--- config.mk ---
export PLATFORM = sky130hd
export DESIGN_NAME = relay_bank_timed
export DESIGN_NICKNAME = d
export VERILOG_FILES = /design/src/rtl/relay_pkg.sv /design/src/rtl/relay_cell.sv /design/src/rtl/relay_bank_timed.sv
export SDC_FILE = /design/constraint.sdc
export NUM_CORES = 1
export LEC_CHECK = 0
export CAP_MARGIN = 20
export CORE_ASPECT_RATIO = 1.5
export CORE_UTILIZATION = 40
export CTS_BUF_LIST = sky130_fd_sc_hd__clkbuf_16
export DETAILED_ROUTE_END_ITERATION = 8
export PLACE_DENSITY = 0.68
export REMOVE_ABC_BUFFERS = 1
export SETUP_SLACK_MARGIN = 0.15
export SLEW_MARGIN = 15
export SYNTH_ARGS = -nofsm -noshare
export SYNTH_HDL_FRONTEND = slang
export SYNTH_SLANG_ARGS = --single-unit
export TNS_END_PERCENT = 100
--- constraint.sdc ---
create_clock -name clk -period 4.5 [get_ports clk]
set_input_delay 0.675 -clock clk [delete_from_list [all_inputs] [get_ports clk]]
set_output_delay 0.675 -clock clk [all_outputs]
set_load 0.01 [all_outputs]
--- src/rtl/relay_pkg.sv ---
// Shared types and constants for the timed relay bank.
package relay_pkg;

  localparam int ANGLE_W   = 9;
  localparam int ANGLE_MAX = 359;
  localparam int TCNT_W    = 4;

  typedef enum logic [1:0] {
    OPEN     = 2'd0,
    PICKING  = 2'd1,
    CLOSED   = 2'd2,
    DROPPING = 2'd3
  } relay_state_t;

  // Cam window decode: ON <= a < OFF, wrapping when ON > OFF, never when equal.
  function automatic logic cam_win(input logic [ANGLE_W-1:0] a,
                                   input logic [ANGLE_W-1:0] on,
                                   input logic [ANGLE_W-1:0] off);
    if (on == off) return 1'b0;
    if (on < off)  return (a >= on) && (a < off);
    return (a >= on) || (a < off);
  endfunction

endpackage

--- src/rtl/relay_cell.sv ---
// One relay: OPEN/PICKING/CLOSED/DROPPING FSM with operate/release counter.
// Duo (pick + hold) or latching (pick + trip) selected by LATCHING.
module relay_cell
  import relay_pkg::*;
#(
  parameter bit LATCHING   = 1'b0,
  parameter int PICK_TICKS = 3,
  parameter int DROP_TICKS = 2
) (
  input  logic clk,
  input  logic rst_n,
  input  logic tick,
  input  logic pick,
  input  logic hold,
  output logic contact_no,
  output logic contact_nc,
  output logic in_transit
);

  localparam logic [TCNT_W-1:0] PICK_LD = TCNT_W'(PICK_TICKS - 1);
  localparam logic [TCNT_W-1:0] DROP_LD = TCNT_W'(DROP_TICKS - 1);

  relay_state_t      state_q, state_d;
  logic [TCNT_W-1:0] cnt_q, cnt_d;
  logic              no_q, no_d, nc_q, nc_d, tr_q, tr_d;
  logic              set_req, rel_req;

  // Next-state: coils only count on tick cycles; duo hold only sustains, never operates.
  always_comb begin
    state_d = state_q;
    cnt_d   = cnt_q;
    if (LATCHING) begin
      set_req = pick;
      rel_req = hold & ~pick;
    end else begin
      set_req = (state_q == OPEN) ? pick : (pick | hold);
      rel_req = ~set_req;
    end
    if (tick) begin
      unique case (state_q)
        OPEN: if (set_req) begin
          state_d = PICKING;
          cnt_d   = PICK_LD;
        end
        PICKING: begin
          if (!LATCHING && rel_req) begin
            state_d = OPEN;
            cnt_d   = '0;
          end else if (cnt_q == '0) begin
            state_d = CLOSED;
          end else begin
            cnt_d = cnt_q - 1'b1;
          end
        end
        CLOSED: if (rel_req) begin
          state_d = DROPPING;
          cnt_d   = DROP_LD;
        end
        DROPPING: begin
          if (set_req) begin
            state_d = PICKING;
            cnt_d   = PICK_LD;
          end else if (cnt_q == '0) begin
            state_d = OPEN;
          end else begin
            cnt_d = cnt_q - 1'b1;
          end
        end
        default: begin
          state_d = OPEN;
          cnt_d   = '0;
        end
      endcase
    end
    no_d = (state_d == CLOSED);
    nc_d = (state_d == OPEN);
    tr_d = (state_d == PICKING) || (state_d == DROPPING);
  end

  // State, counter and registered contact outputs; reset wins over tick.
  always_ff @(posedge clk) begin
    if (!rst_n) begin
      state_q <= OPEN;
      cnt_q   <= '0;
      no_q    <= 1'b0;
      nc_q    <= 1'b1;
      tr_q    <= 1'b0;
    end else begin
      state_q <= state_d;
      cnt_q   <= cnt_d;
      no_q    <= no_d;
      nc_q    <= nc_d;
      tr_q    <= tr_d;
    end
  end

  assign contact_no = no_q;
  assign contact_nc = nc_q;
  assign in_transit = tr_q;

endmodule

--- src/rtl/relay_bank_timed.sv ---
// Bank of timed relay models plus optional cam timer.
// Cam timer is built only when RELAY_BANK_CAM_EN is defined.
module relay_bank_timed
  import relay_pkg::*;
#(
  parameter int                          N_RELAYS   = 16,
  parameter logic [N_RELAYS-1:0]         LATCH_MASK = '0,
  parameter int                          PICK_TICKS = 3,
  parameter int                          DROP_TICKS = 2,
  parameter int                          CAM_N      = 6,
  parameter logic [CAM_N*ANGLE_W-1:0]    CAM_ON     = {9'd300, 9'd240, 9'd180, 9'd120, 9'd60, 9'd0},
  parameter logic [CAM_N*ANGLE_W-1:0]    CAM_OFF    = {9'd330, 9'd270, 9'd210, 9'd150, 9'd90, 9'd30}
) (
  input  logic                clk,
  input  logic                rst_n,
  input  logic                tick,
  input  logic [N_RELAYS-1:0] pick_coil,
  input  logic [N_RELAYS-1:0] hold_coil,
  output logic [N_RELAYS-1:0] contact_no,
  output logic [N_RELAYS-1:0] contact_nc,
  output logic [N_RELAYS-1:0] in_transit,
  input  logic                cam_run,
  output logic [ANGLE_W-1:0]  cam_angle,
  output logic [CAM_N-1:0]    cam_no
);

  for (genvar i = 0; i < N_RELAYS; i++) begin : g_relay
    relay_cell #(
      .LATCHING   (LATCH_MASK[i]),
      .PICK_TICKS (PICK_TICKS),
      .DROP_TICKS (DROP_TICKS)
    ) u_cell (
      .clk        (clk),
      .rst_n      (rst_n),
      .tick       (tick),
      .pick       (pick_coil[i]),
      .hold       (hold_coil[i]),
      .contact_no (contact_no[i]),
      .contact_nc (contact_nc[i]),
      .in_transit (in_transit[i])
    );
  end

`ifdef RELAY_BANK_CAM_EN
  logic [ANGLE_W-1:0] angle_q, angle_d;

  // Cam shaft advances one degree per tick while the clutch is engaged.
  always_comb begin
    angle_d = angle_q;
    if (tick && cam_run)
      angle_d = (angle_q == ANGLE_W'(ANGLE_MAX)) ? '0 : angle_q + 1'b1;
  end

  // Cam angle register.
  always_ff @(posedge clk) begin
    if (!rst_n) angle_q <= '0;
    else        angle_q <= angle_d;
  end

  assign cam_angle = angle_q;

  // Per-cam window decode from the registered angle.
  always_comb begin
    cam_no = '0;
    for (int j = 0; j < CAM_N; j++)
      cam_no[j] = cam_win(angle_q, CAM_ON[j*ANGLE_W +: ANGLE_W], CAM_OFF[j*ANGLE_W +: ANGLE_W]);
  end
`else
  logic unused_cam;
  assign unused_cam = ^{cam_run, CAM_ON, CAM_OFF};
  assign cam_angle  = '0;
  assign cam_no     = '0;
`endif

endmodule

==> metrics, run 1 <==
status=completed; Starting Density=between 40 and 50%; fmax=between 0.4 and 0.5 GHz; Synth Register Bits=128; CP Cell Sequence=clkdlybuf4s50_1; Resized Gates After CTS=0; clock insertion delay at the later pin of the skew report=0.42 ns; # IOs=99; Chip Width=117 um; synth-to-layout area growth=15.1%; Post-Syn Area=8000 um^2; reg-to-reg startpoint=g_relay[11].u_cell.cnt_q[1]; synth unique cells=73; Synth area leader=dfxtp_1; drt first pass iters=4; post-route cell area=9200 um^2; hold depth=2; antenna violations before repair=0; R2R Setup Slk=2.43 ns; Slew Viols, Final=0; ant diodes=0; most common cell in the synthesized netlist=dfxtp_1; max-cap viol count=0; nets@finish=1054; total negative slack=0 ns; ys async rst share=0%; Most used DFF post-synth=dfxtp_1; skew final=0.00765 ns; CTS tree=yes; H-Tree Depth=4; Worst path depth=1; synthesis warning total=0; R2R cell count=6; routed length per instance=13.9 um; largest net degree at the start of global routing=60; Pwr Density=369 nW/um^2; area post-placement=8560 um^2; DRC violations left=0; worst r2r dst=g_relay[11].u_cell.contact_no; list of most frequent post-synthesis cells=128 x dfxtp_1, 80 x nand2_1, 66 x inv_1; Final Critical Period=2.34 ns; Cell Rows=63; Post-CTS Setup Inserts=0; CP endpoint kind=output port; core box area=19700 um^2; Clock Path Buffers=2; PortBufs=82; critical path required time=3.83 ns; CP top delay family=buffers and inverters; CP Max Fanout=14; Min-Delay Endpoint=g_relay[11].u_cell.cnt_q[3]; CP arrival=1.67 ns; slowest stage delay, CP=roughly 0.63 ns; EDFF count, synth=0; Seq/Total Area, Yosys=about a third; Final GP Congestion=0.825; initial drt markers=386; hold_buf cts=0; top post-synthesis cells by area=dfxtp_1 32%, buf_4 5.9%, a21oi_1 3.8%, nand2_1 3.8%, inv_1 3.1%; GRT overflow=0; CTS sink count=between 100 and 150; Min-Delay Path Class=reg2reg; global-route wire length before repair=30.3 mm; period utilization=52.1%; vias in the first global route=roughly 6.8k; crit path max-delay cell type=clkdlybuf4s50_1; ANT nets after route=0; Max-slew headroom=42.4%; Setup-failing EPs final=0; Vias=7146; Tot GR Track Use=17.6%; root buf cell=clkbuf_16; Die Height=175 um; final WL=roughly 18 mm; hold_sp=g_relay[11].u_cell.cnt_q[3]; post-synthesis cell count=995; layout cells sized above 1=4.63%; RSZ-0062 raised after global routing=false; Die Area=20600 um^2; mean number of vias per cell=5.60; Leak=approximately 3.2 nW; Yosys top cell area share=32.0%; worst hold slack=0.477 ns; critical path class=reg2out; startpoint types=flip-flop; post-DP HPWL=12.1 mm; clock buffer count from CTS=17; # fillers=1946; syn_area_per_cell=approximately 8 um^2; clock-pin slew on the worst setup and hold paths=0.06 ns; Max IR drop VDD=between 0.2 and 0.25 mV; Buf/Inv on CP=1; final hold violations=0; Slew @ Worst Pin=about 0.86 ns
## logic make-up after synthesis
logic type      share of synthesized area [%]
other cells                            0.0469
buf+inv                                  11.6
compound gates                           27.1
flops                                    32.0
fa+ha+maj                                4.26
simple gates                             24.3
xor+xnor                                0.219
mux                                     0.391
## layer usage
metal	vias up	share of wire (%)	routed length, um	track usage (%)
li1	3616	-	-	-
met1	3399	44	7850	20.1
met2	116	51	9120	31.6
met3	15	3.2	572	3.43
met4	0	1.3	224	7.37
met5	-	0	0	0
## worst max-delay path by stage
stage          slack [ns]                             to                           from
3_3_place_gp         1.88     g_relay[6].u_cell.cnt_q[3]                          rst_n
6_report             2.16                 in_transit[11]  g_relay[11].u_cell.state_q[0]
4_1_cts              2.16                 in_transit[11]  g_relay[11].u_cell.state_q[0]
5_1_grt              2.09                 in_transit[11]  g_relay[11].u_cell.state_q[0]
2_1_floorplan        2.61  g_relay[11].u_cell.contact_no    g_relay[11].u_cell.cnt_q[1]
3_5_place_dp         1.86     g_relay[9].u_cell.cnt_q[3]                          rst_n
## where the power goes
group          switching, mW  total (mW)  internal, mW
sequential            0.0724        1.27          1.20
combinational          0.325       0.612         0.288
clock                  0.529        1.51         0.980
total                  0.926        3.39          2.47
## through the flow
stage,setup WS [ns],power (mW),utilization [%],std cells
3_3_place_gp,1.88,1.90,43.4,1243
6_report,2.16,3.39,46.7,1275
3_5_place_dp,1.86,1.91,43.4,1243
4_1_cts,2.16,3.44,46.7,1275
2_1_floorplan,2.61,1.67,-,896
5_1_grt,2.09,3.57,46.7,1275
## tightest hold or removal path: stages, from the launching register on
cell and delay, ns:
dfxtp_1 0.32, inv_1 0.05, o2bb2ai_1 0.06
## final cells by class
type | instances | area [um^2] | share of cell area [%]
multi-input combinational | 698 | 4560 | 49.5
sequential | 128 | 2560 | 27.8
timing repair buffer | 87 | 851 | 9.25
clock buffer | 17 | 425 | 4.62
tap | 260 | 325 | 3.54
inverter | 70 | 263 | 2.86
clock inverter | 15 | 218 | 2.37
## state kept, by name, summed over array words and instances (netlist names)
signal,flops
g_relay.u_cell.in_transit,9
g_relay.u_cell.contact_no,16
g_relay.u_cell.cnt_q,64
g_relay.u_cell.state_q,23
g_relay.u_cell.contact_nc,16
## cells in the final DEF (no fill, tap or decap), drive strengths merged, types with 12 or more instances in the layout
| cell | n |
|---|---|
| o22ai | 26 |
| nor2b | 35 |
| ha | 16 |
| o211ai | 19 |
| conb | 15 |
| o21ai | 58 |
| a211oi | 24 |
| o31ai | 13 |
| a221oi | 12 |
| and2 | 17 |
| clkbuf | 17 |
| nand2 | 80 |
| o31a | 16 |
| or3 | 25 |
| nor3 | 21 |
| clkdlybuf4s50 | 80 |
| nor3b | 26 |
| inv | 72 |
| maj3 | 14 |
| dfxtp | 128 |
| a21oi | 61 |
| or3b | 16 |
| nor2 | 43 |
(Power assumes the default switching activity.)
==> inputs of run 2 (changes only) <==
- PLACE_DENSITY: 0.68 -> 0.7
- clock period: 4.5 -> 2.04 ns (I/O delays scaled with it)
==> run 2 against run 1 <==
Against the previous run: cell area increased by 5.3%; flip-flop and latch count unchanged; final cell count increased by 3.8%; power increased by 120%; clock-buffer cell count unchanged; first-iteration DRC count decreased by 16%; worst hold slack got worse by 0.30 ns; sequential power increased by 120%; critical endpoint is now g_relay[11].u_cell.contact_no; worst setup slack got worse by 2.0 ns.
==> metrics, run 2 (synthesis gave the netlist of run 1 again) <==
worst r2r dst=g_relay[11].u_cell.contact_no (unchanged); Tot GR Track Use=18.4% (was 17.6%); hold depth=2 (unchanged); largest net degree at the start of global routing=72 (was 60); Slew @ Worst Pin=0.525 ns (was 0.857 ns); R2R cell count=6 (unchanged); post-DP HPWL=13.3 mm (was 12.1 mm); core box area=19700 um^2 (unchanged); mean number of vias per cell=5.57 (was 5.60); antenna violations before repair=0 (unchanged); CP Launch Point=g_relay[11].u_cell.cnt_q[0] (was g_relay[11].u_cell.state_q[0]); R2R Setup Slk=0.20 ns (was 2.43 ns); Pwr Density=761 nW/um^2 (was 369 nW/um^2); Max-slew headroom=64.9% (was 42.4%); drt first pass iters=4 (unchanged); max reg flops=64 (unchanged); final WL=18.9 mm (was 17.8 mm); Final GP Congestion=0.826 (was 0.825); CTS sink count=128 (unchanged); CTS tree=yes (unchanged); Setup-failing EPs final=0 (unchanged); PortBufs=82 (unchanged); status=completed (unchanged); initial drt markers=325 (was 386); # IOs=99 (unchanged); nets@finish=1103 (was 1054); synth-to-layout area growth=21.1% (was 15.1%); hold_sp=rst_n (was g_relay[11].u_cell.cnt_q[3]); critical path class=reg2reg (was reg2out); fmax=between 0.5 and 0.6 GHz; DRC violations left=0 (unchanged); Leak=3.45 nW (was 3.21 nW); Setup WS pre-CTS=0.0543 ns (was 1.86 ns); global-route wire length before repair=31.4 mm (was 30.3 mm); GRT overflow=0 (unchanged); ant diodes=0 (unchanged); layout cells sized above 1=12.3% (was 4.63%); period utilization=90.4%; CP Cell Sequence=inv_4 > ha_4 > or3b_4 > or4_4 > o22ai_4 > o31a_1 (was clkdlybuf4s50_1); CP Max Fanout=4 (was 14); final setup margin=0.196 ns (was 2.16 ns); Vias=7374 (was 7146); slowest stage delay, CP=0.55 ns (was 0.63 ns); root buf cell=clkbuf_16 (unchanged); Cell Rows=63 (unchanged); Die Area=20600 um^2 (unchanged); clock insertion delay at the later pin of the skew report=0.43 ns (was 0.42 ns); total negative slack=0 ns (unchanged); most frequent cells in the layout=116 x dfxtp_1, 80 x nand2_1, 80 x clkdlybuf4s50_1 (was 128 x dfxtp_1, 80 x nand2_1, 80 x clkdlybuf4s50_1); crit path max-delay cell type=or4_4 (was clkdlybuf4s50_1); Slew Viols, Final=0 (unchanged); routed length per instance=14.2 um (was 13.9 um); skew final=0.0106 ns (was 0.00765 ns); Min-Delay Endpoint=g_relay[2].u_cell.contact_nc (was g_relay[11].u_cell.cnt_q[3]); clock buffer count from CTS=17 (unchanged); Final Critical Period=1.84 ns; RSZ-0062 raised after global routing=true (was false); largest register by flop count=g_relay.u_cell.cnt_q (unchanged); critical path required time=2.41 ns (was 3.83 ns); area post-placement=8920 um^2 (was 8560 um^2); clock-pin slew on the worst setup and hold paths=0.06 ns (about the same); post-route cell area=9690 um^2 (was 9200 um^2); ANT nets after route=0 (unchanged); H-Tree Depth=4 (unchanged); startpoint types=flip-flop (unchanged); Starting Density=40.6% (unchanged); CP arrival=2.21 ns (was 1.67 ns); Die Height=175 um (unchanged); Chip Width=117 um (unchanged); Largest regs=g_relay.u_cell.cnt_q: 64 flops, g_relay.u_cell.state_q: 23 flops (unchanged); Min-Delay Path Class=in2reg (was reg2reg); CP endpoint kind=flip-flop (was output port); vias in the first global route=6973 (was 6758); reg-to-reg startpoint=g_relay[11].u_cell.cnt_q[0] (was g_relay[11].u_cell.cnt_q[1]); Max IR drop VDD=0.417 mV (was 0.205 mV); most common cell after layout, fill and taps aside=dfxtp_1 (unchanged); hold_buf cts=0 (unchanged); max-cap viol count=0 (unchanged); Clock Path Buffers=2 (unchanged); final hold violations=0 (unchanged)
==> run 2: worst max-delay path by stage <==
stage / end / slack (ns) / cells past startpoint
floorplan: g_relay[11].u_cell.contact_no / 0.15 / 6
global placement: g_relay[15].u_cell.cnt_q[2] / 0.06 / 5
detailed placement: g_relay[2].u_cell.cnt_q[1] / 0.05 / 5
CTS: g_relay[11].u_cell.contact_no / 0.15 / 6
global route: g_relay[13].u_cell.cnt_q[3] / 0.13 / 7
finish: g_relay[11].u_cell.contact_no / 0.20 / 6
==> run 2: what timing repair did <==
action | in CTS | in global routing
gates resized for setup | 16 | 27
pin swaps | 3 | 10
setup endpoints to repair | 10 | 16
gates cloned | 0 | 0
buffers inserted | 2 | 4
==> run 2: routing by layer <==
| layer | part of all wire, % | global-route usage [%] | routed length [um] | up-vias |
|---|---|---|---|---|
| li1 | - | - | - | 3723 |
| met1 | 43 | 19.5 | 8060 | 3490 |
| met2 | 52 | 34.2 | 9820 | 129 |
| met3 | 3.0 | 4.93 | 569 | 32 |
| met4 | 2.1 | 7.69 | 400 | 0 |
| met5 | 0 | 0 | 0 | - |
==> run 2: area by class of cell <==
cell class              instances  area [um^2]
clock buffers                  17          425
clock inverters                15          158
fillers                      1898        10000
inverters                      70          265
multi-input cells             698         4680
flip-flops and latches        128         2580
well taps                     260          325
repair buffers                136         1260
==> run 2: report_power, final <==
| part | internal [mW] | switching [mW] | leakage, nW | total, mW |
|---|---|---|---|---|
| Clock | 1.81 | 1.23 | 0.282 | 3.04 |
| Combinational | 0.758 | 0.774 | 2.11 | 1.53 |
| Sequential | 2.65 | 0.153 | 1.05 | 2.80 |
| Total | 5.22 | 2.16 | 3.45 | 7.37 |
==> run 2: worst max-delay path, delay by kind of cell, from the launching register on <==
family	cells	cell delay (ns)
AND/OR/NAND/NOR	2	0.93
AO/OA/AOI/OAI	2	0.32
adder cells (fa/ha/maj)	1	0.12
buffers and inverters	1	0.06
flip-flops	1	0.36
==> run 2: per-stage QoR <==
step	power, mW	utilization, %	instances	hold WS, ns
2_1_floorplan	3.69	-	896	0.397
3_3_place_gp	4.29	45.3	1286	0.455
3_5_place_dp	4.31	45.3	1286	0.468
4_1_cts	7.40	48.5	1320	0.164
5_1_grt	7.76	49.1	1324	0.159
6_report	7.37	49.1	1324	0.178
==> inputs of run 3 (changes only) <==
- clock period: 2.04 -> 1.6 ns (I/O delays scaled with it)
==> run 3 against run 2 <==
Against the previous run: the run now ends with negative setup slack left; final cell count up 13%; global-route usage increased by 4.7 points; clock power increased by 41%; flip-flop and latch count did not move; routed wire length grew 34%; maximum frequency increased by 2.2%; worst setup slack got worse by 0.40 ns; power rose by 52%.
==> metrics, run 3 (synthesis gave the netlist of run 1 again) <==
Largest regs=g_relay.u_cell.cnt_q: 64 flops, g_relay.u_cell.state_q: 23 flops (unchanged); most common cell after layout, fill and taps aside=buf_4 (was dfxtp_1); core box area=19700 um^2 (unchanged); post-DP HPWL=14.9 mm (was 13.3 mm); hold_sp=rst_n (unchanged); final setup margin=-0.204 ns (was 0.196 ns); CP Max Fanout=2 (was 4); largest net degree at the start of global routing=36 (was 72); Setup-failing EPs final=28 (was 0); Die Height=175 um (unchanged); Chip Width=117 um (unchanged); non-filler cells, final=1499 (was 1324); mean number of vias per cell=5.68 (was 5.57); hold depth=2 (unchanged); skew final=0.00639 ns (was 0.0106 ns); ANT nets after route=0 (unchanged); Slew Viols, Final=0 (unchanged); largest register by flop count=g_relay.u_cell.cnt_q (unchanged); Max-slew headroom=66.1% (was 64.9%); CTS sink count=128 (unchanged); clock buffer count from CTS=17 (unchanged); Max IR drop VDD=0.638 mV (was 0.417 mV); reg-to-reg startpoint=g_relay[11].u_cell.cnt_q[1] (was g_relay[11].u_cell.cnt_q[0]); vias in the first global route=8452 (was 6973); Final GP Congestion=0.876 (was 0.826); Die Area=20600 um^2 (unchanged); violated checks=negative setup slack; CTS tree=yes (unchanged); antenna violations before repair=0 (unchanged); clock-pin slew on the worst setup and hold paths=0.06 ns (about the same); fmax=0.554 GHz (was 0.542 GHz); nets@finish=1279 (was 1103); # IOs=99 (unchanged); drt first pass iters=5 (was 4); CP endpoint kind=flip-flop (unchanged); global-route wire length before repair=39.3 mm (was 31.4 mm); routed length per instance=16.9 um (was 14.2 um); Pwr Density=886 nW/um^2 (was 761 nW/um^2); Cell Rows=63 (unchanged); placed insts=1417 (was 1286); R2R cell count=6 (unchanged); Final Critical Period=1.80 ns (was 1.84 ns); RSZ-0062 raised after global routing=true (unchanged); Tot GR Track Use=23.1% (was 18.4%); clock insertion delay at the later pin of the skew report=0.43 ns (about the same); H-Tree Depth=4 (unchanged); Min-Delay Path Class=in2reg (unchanged); most frequent cells in the layout=178 x buf_4, 77 x dfxtp_1, 72 x nand2_1 (was 116 x dfxtp_1, 80 x nand2_1, 80 x clkdlybuf4s50_1); Starting Density=40.6% (unchanged); period utilization=113% (was 90.4%); status=complete, but fails checks (was completed); startpoint types=flip-flop (unchanged); critical path required time=1.97 ns (was 2.41 ns); total negative slack=-2.56 ns (was 0 ns); final WL=25.3 mm (was 18.9 mm); final hold violations=0 (unchanged); CP Launch Point=g_relay[11].u_cell.cnt_q[1] (was g_relay[11].u_cell.cnt_q[0]); max reg flops=64 (unchanged); CP arrival=2.18 ns (was 2.21 ns); Slew @ Worst Pin=0.504 ns (was 0.525 ns); initial drt markers=517 (was 325); PortBufs=82 (unchanged); layout cells sized above 1=45.7% (was 12.3%); Leak=4.74 nW (was 3.45 nW); hold_buf cts=0 (unchanged); root buf cell=clkbuf_16 (unchanged); synth-to-layout area growth=57.9% (was 21.1%); worst hold slack=0.157 ns (was 0.178 ns); critical path class=reg2reg (unchanged); Clock Path Buffers=2 (unchanged); DRC violations left=0 (unchanged); GRT overflow=0 (unchanged); max-cap viol count=0 (unchanged); Vias=8518 (was 7374); ant diodes=0 (unchanged)
==> run 3: cell types whose count changed in the layout (fill, tap and decap cells not counted), moves of 15 or more <==
cell and delta:
inv_1 -27, a211oi_1 -15, dfxtp_1 -39, dfxtp_2 +35, a21oi_1 -19, buf_6 +43
inv_2 +27, clkdlybuf4s50_1 -50, buf_4 +126, a21oi_2 +15, dlygate4sd2_1 +40
==> run 3: cell type report <==
class / instances / area (um^2)
Tap cell: 260 / 325
Sequential cell: 128 / 2640
Inverter: 70 / 263
Timing Repair Buffer: 312 / 2750
Multi-Input combinational cell: 698 / 6010
Clock inverter: 14 / 214
Clock buffer: 17 / 425
Fill cell: 1509 / 7080
==> run 3: path summary, 6_finish.rpt <==
path / slack [ns] / end
max: -0.20 / g_relay[11].u_cell.contact_no
min: 0.16 / g_relay[12].u_cell.state_q[0]
max reg2reg: -0.20 / g_relay[11].u_cell.contact_no
min reg2reg: 0.49 / g_relay[13].u_cell.cnt_q[1]
==> run 3: timing repair <==
action                     4_1_cts  5_1_grt
setup endpoints to repair      158      128
pin swaps                      105       92
setup buffers                   32       19
resized for setup              309      171
==> run 3: critical path: stages, from the launching register on <==
cell and delay, ns:
dfxtp_2 0.32, inv_2 0.07, ha_4 0.13, or3b_4 0.39, or4_4 0.50, o22ai_4 0.18, o31a_1 0.15
==> run 3: report_power, final <==
group / internal [mW] / switching, mW / total (mW)
Sequential: 3.39 / 0.157 / 3.55
Clock: 2.76 / 1.54 / 4.29
Combinational: 1.77 / 1.57 / 3.34
Total: 7.92 / 3.27 / 11.2
==> run 3: metrics by stage <==
stage                     power (mW)  utilization, %  cell area (um^2)  worst slack, ns
after floorplan                 4.71               -              7380           -0.288
after global placement          5.81            50.6              9960           -0.309
after detailed placement        5.85            50.6              9960           -0.313
after CTS                       10.7            59.8             11800           -0.183
after global routing            11.7            64.1             12600           -0.240
final                           11.2            64.1             12600           -0.204
==> run 3: layer usage <==
layer | wire length [um] | up-vias | part of all wire (%) | global-route usage (%)
met3 | 1000 | 80 | 4.0 | 4.14
met1 | 9660 | 4093 | 38 | 24.3
met2 | 13700 | 258 | 54 | 44.6
met4 | 914 | 0 | 3.6 | 9.88
met5 | 0 | - | 0 | 0
li1 | - | 4087 | - | -
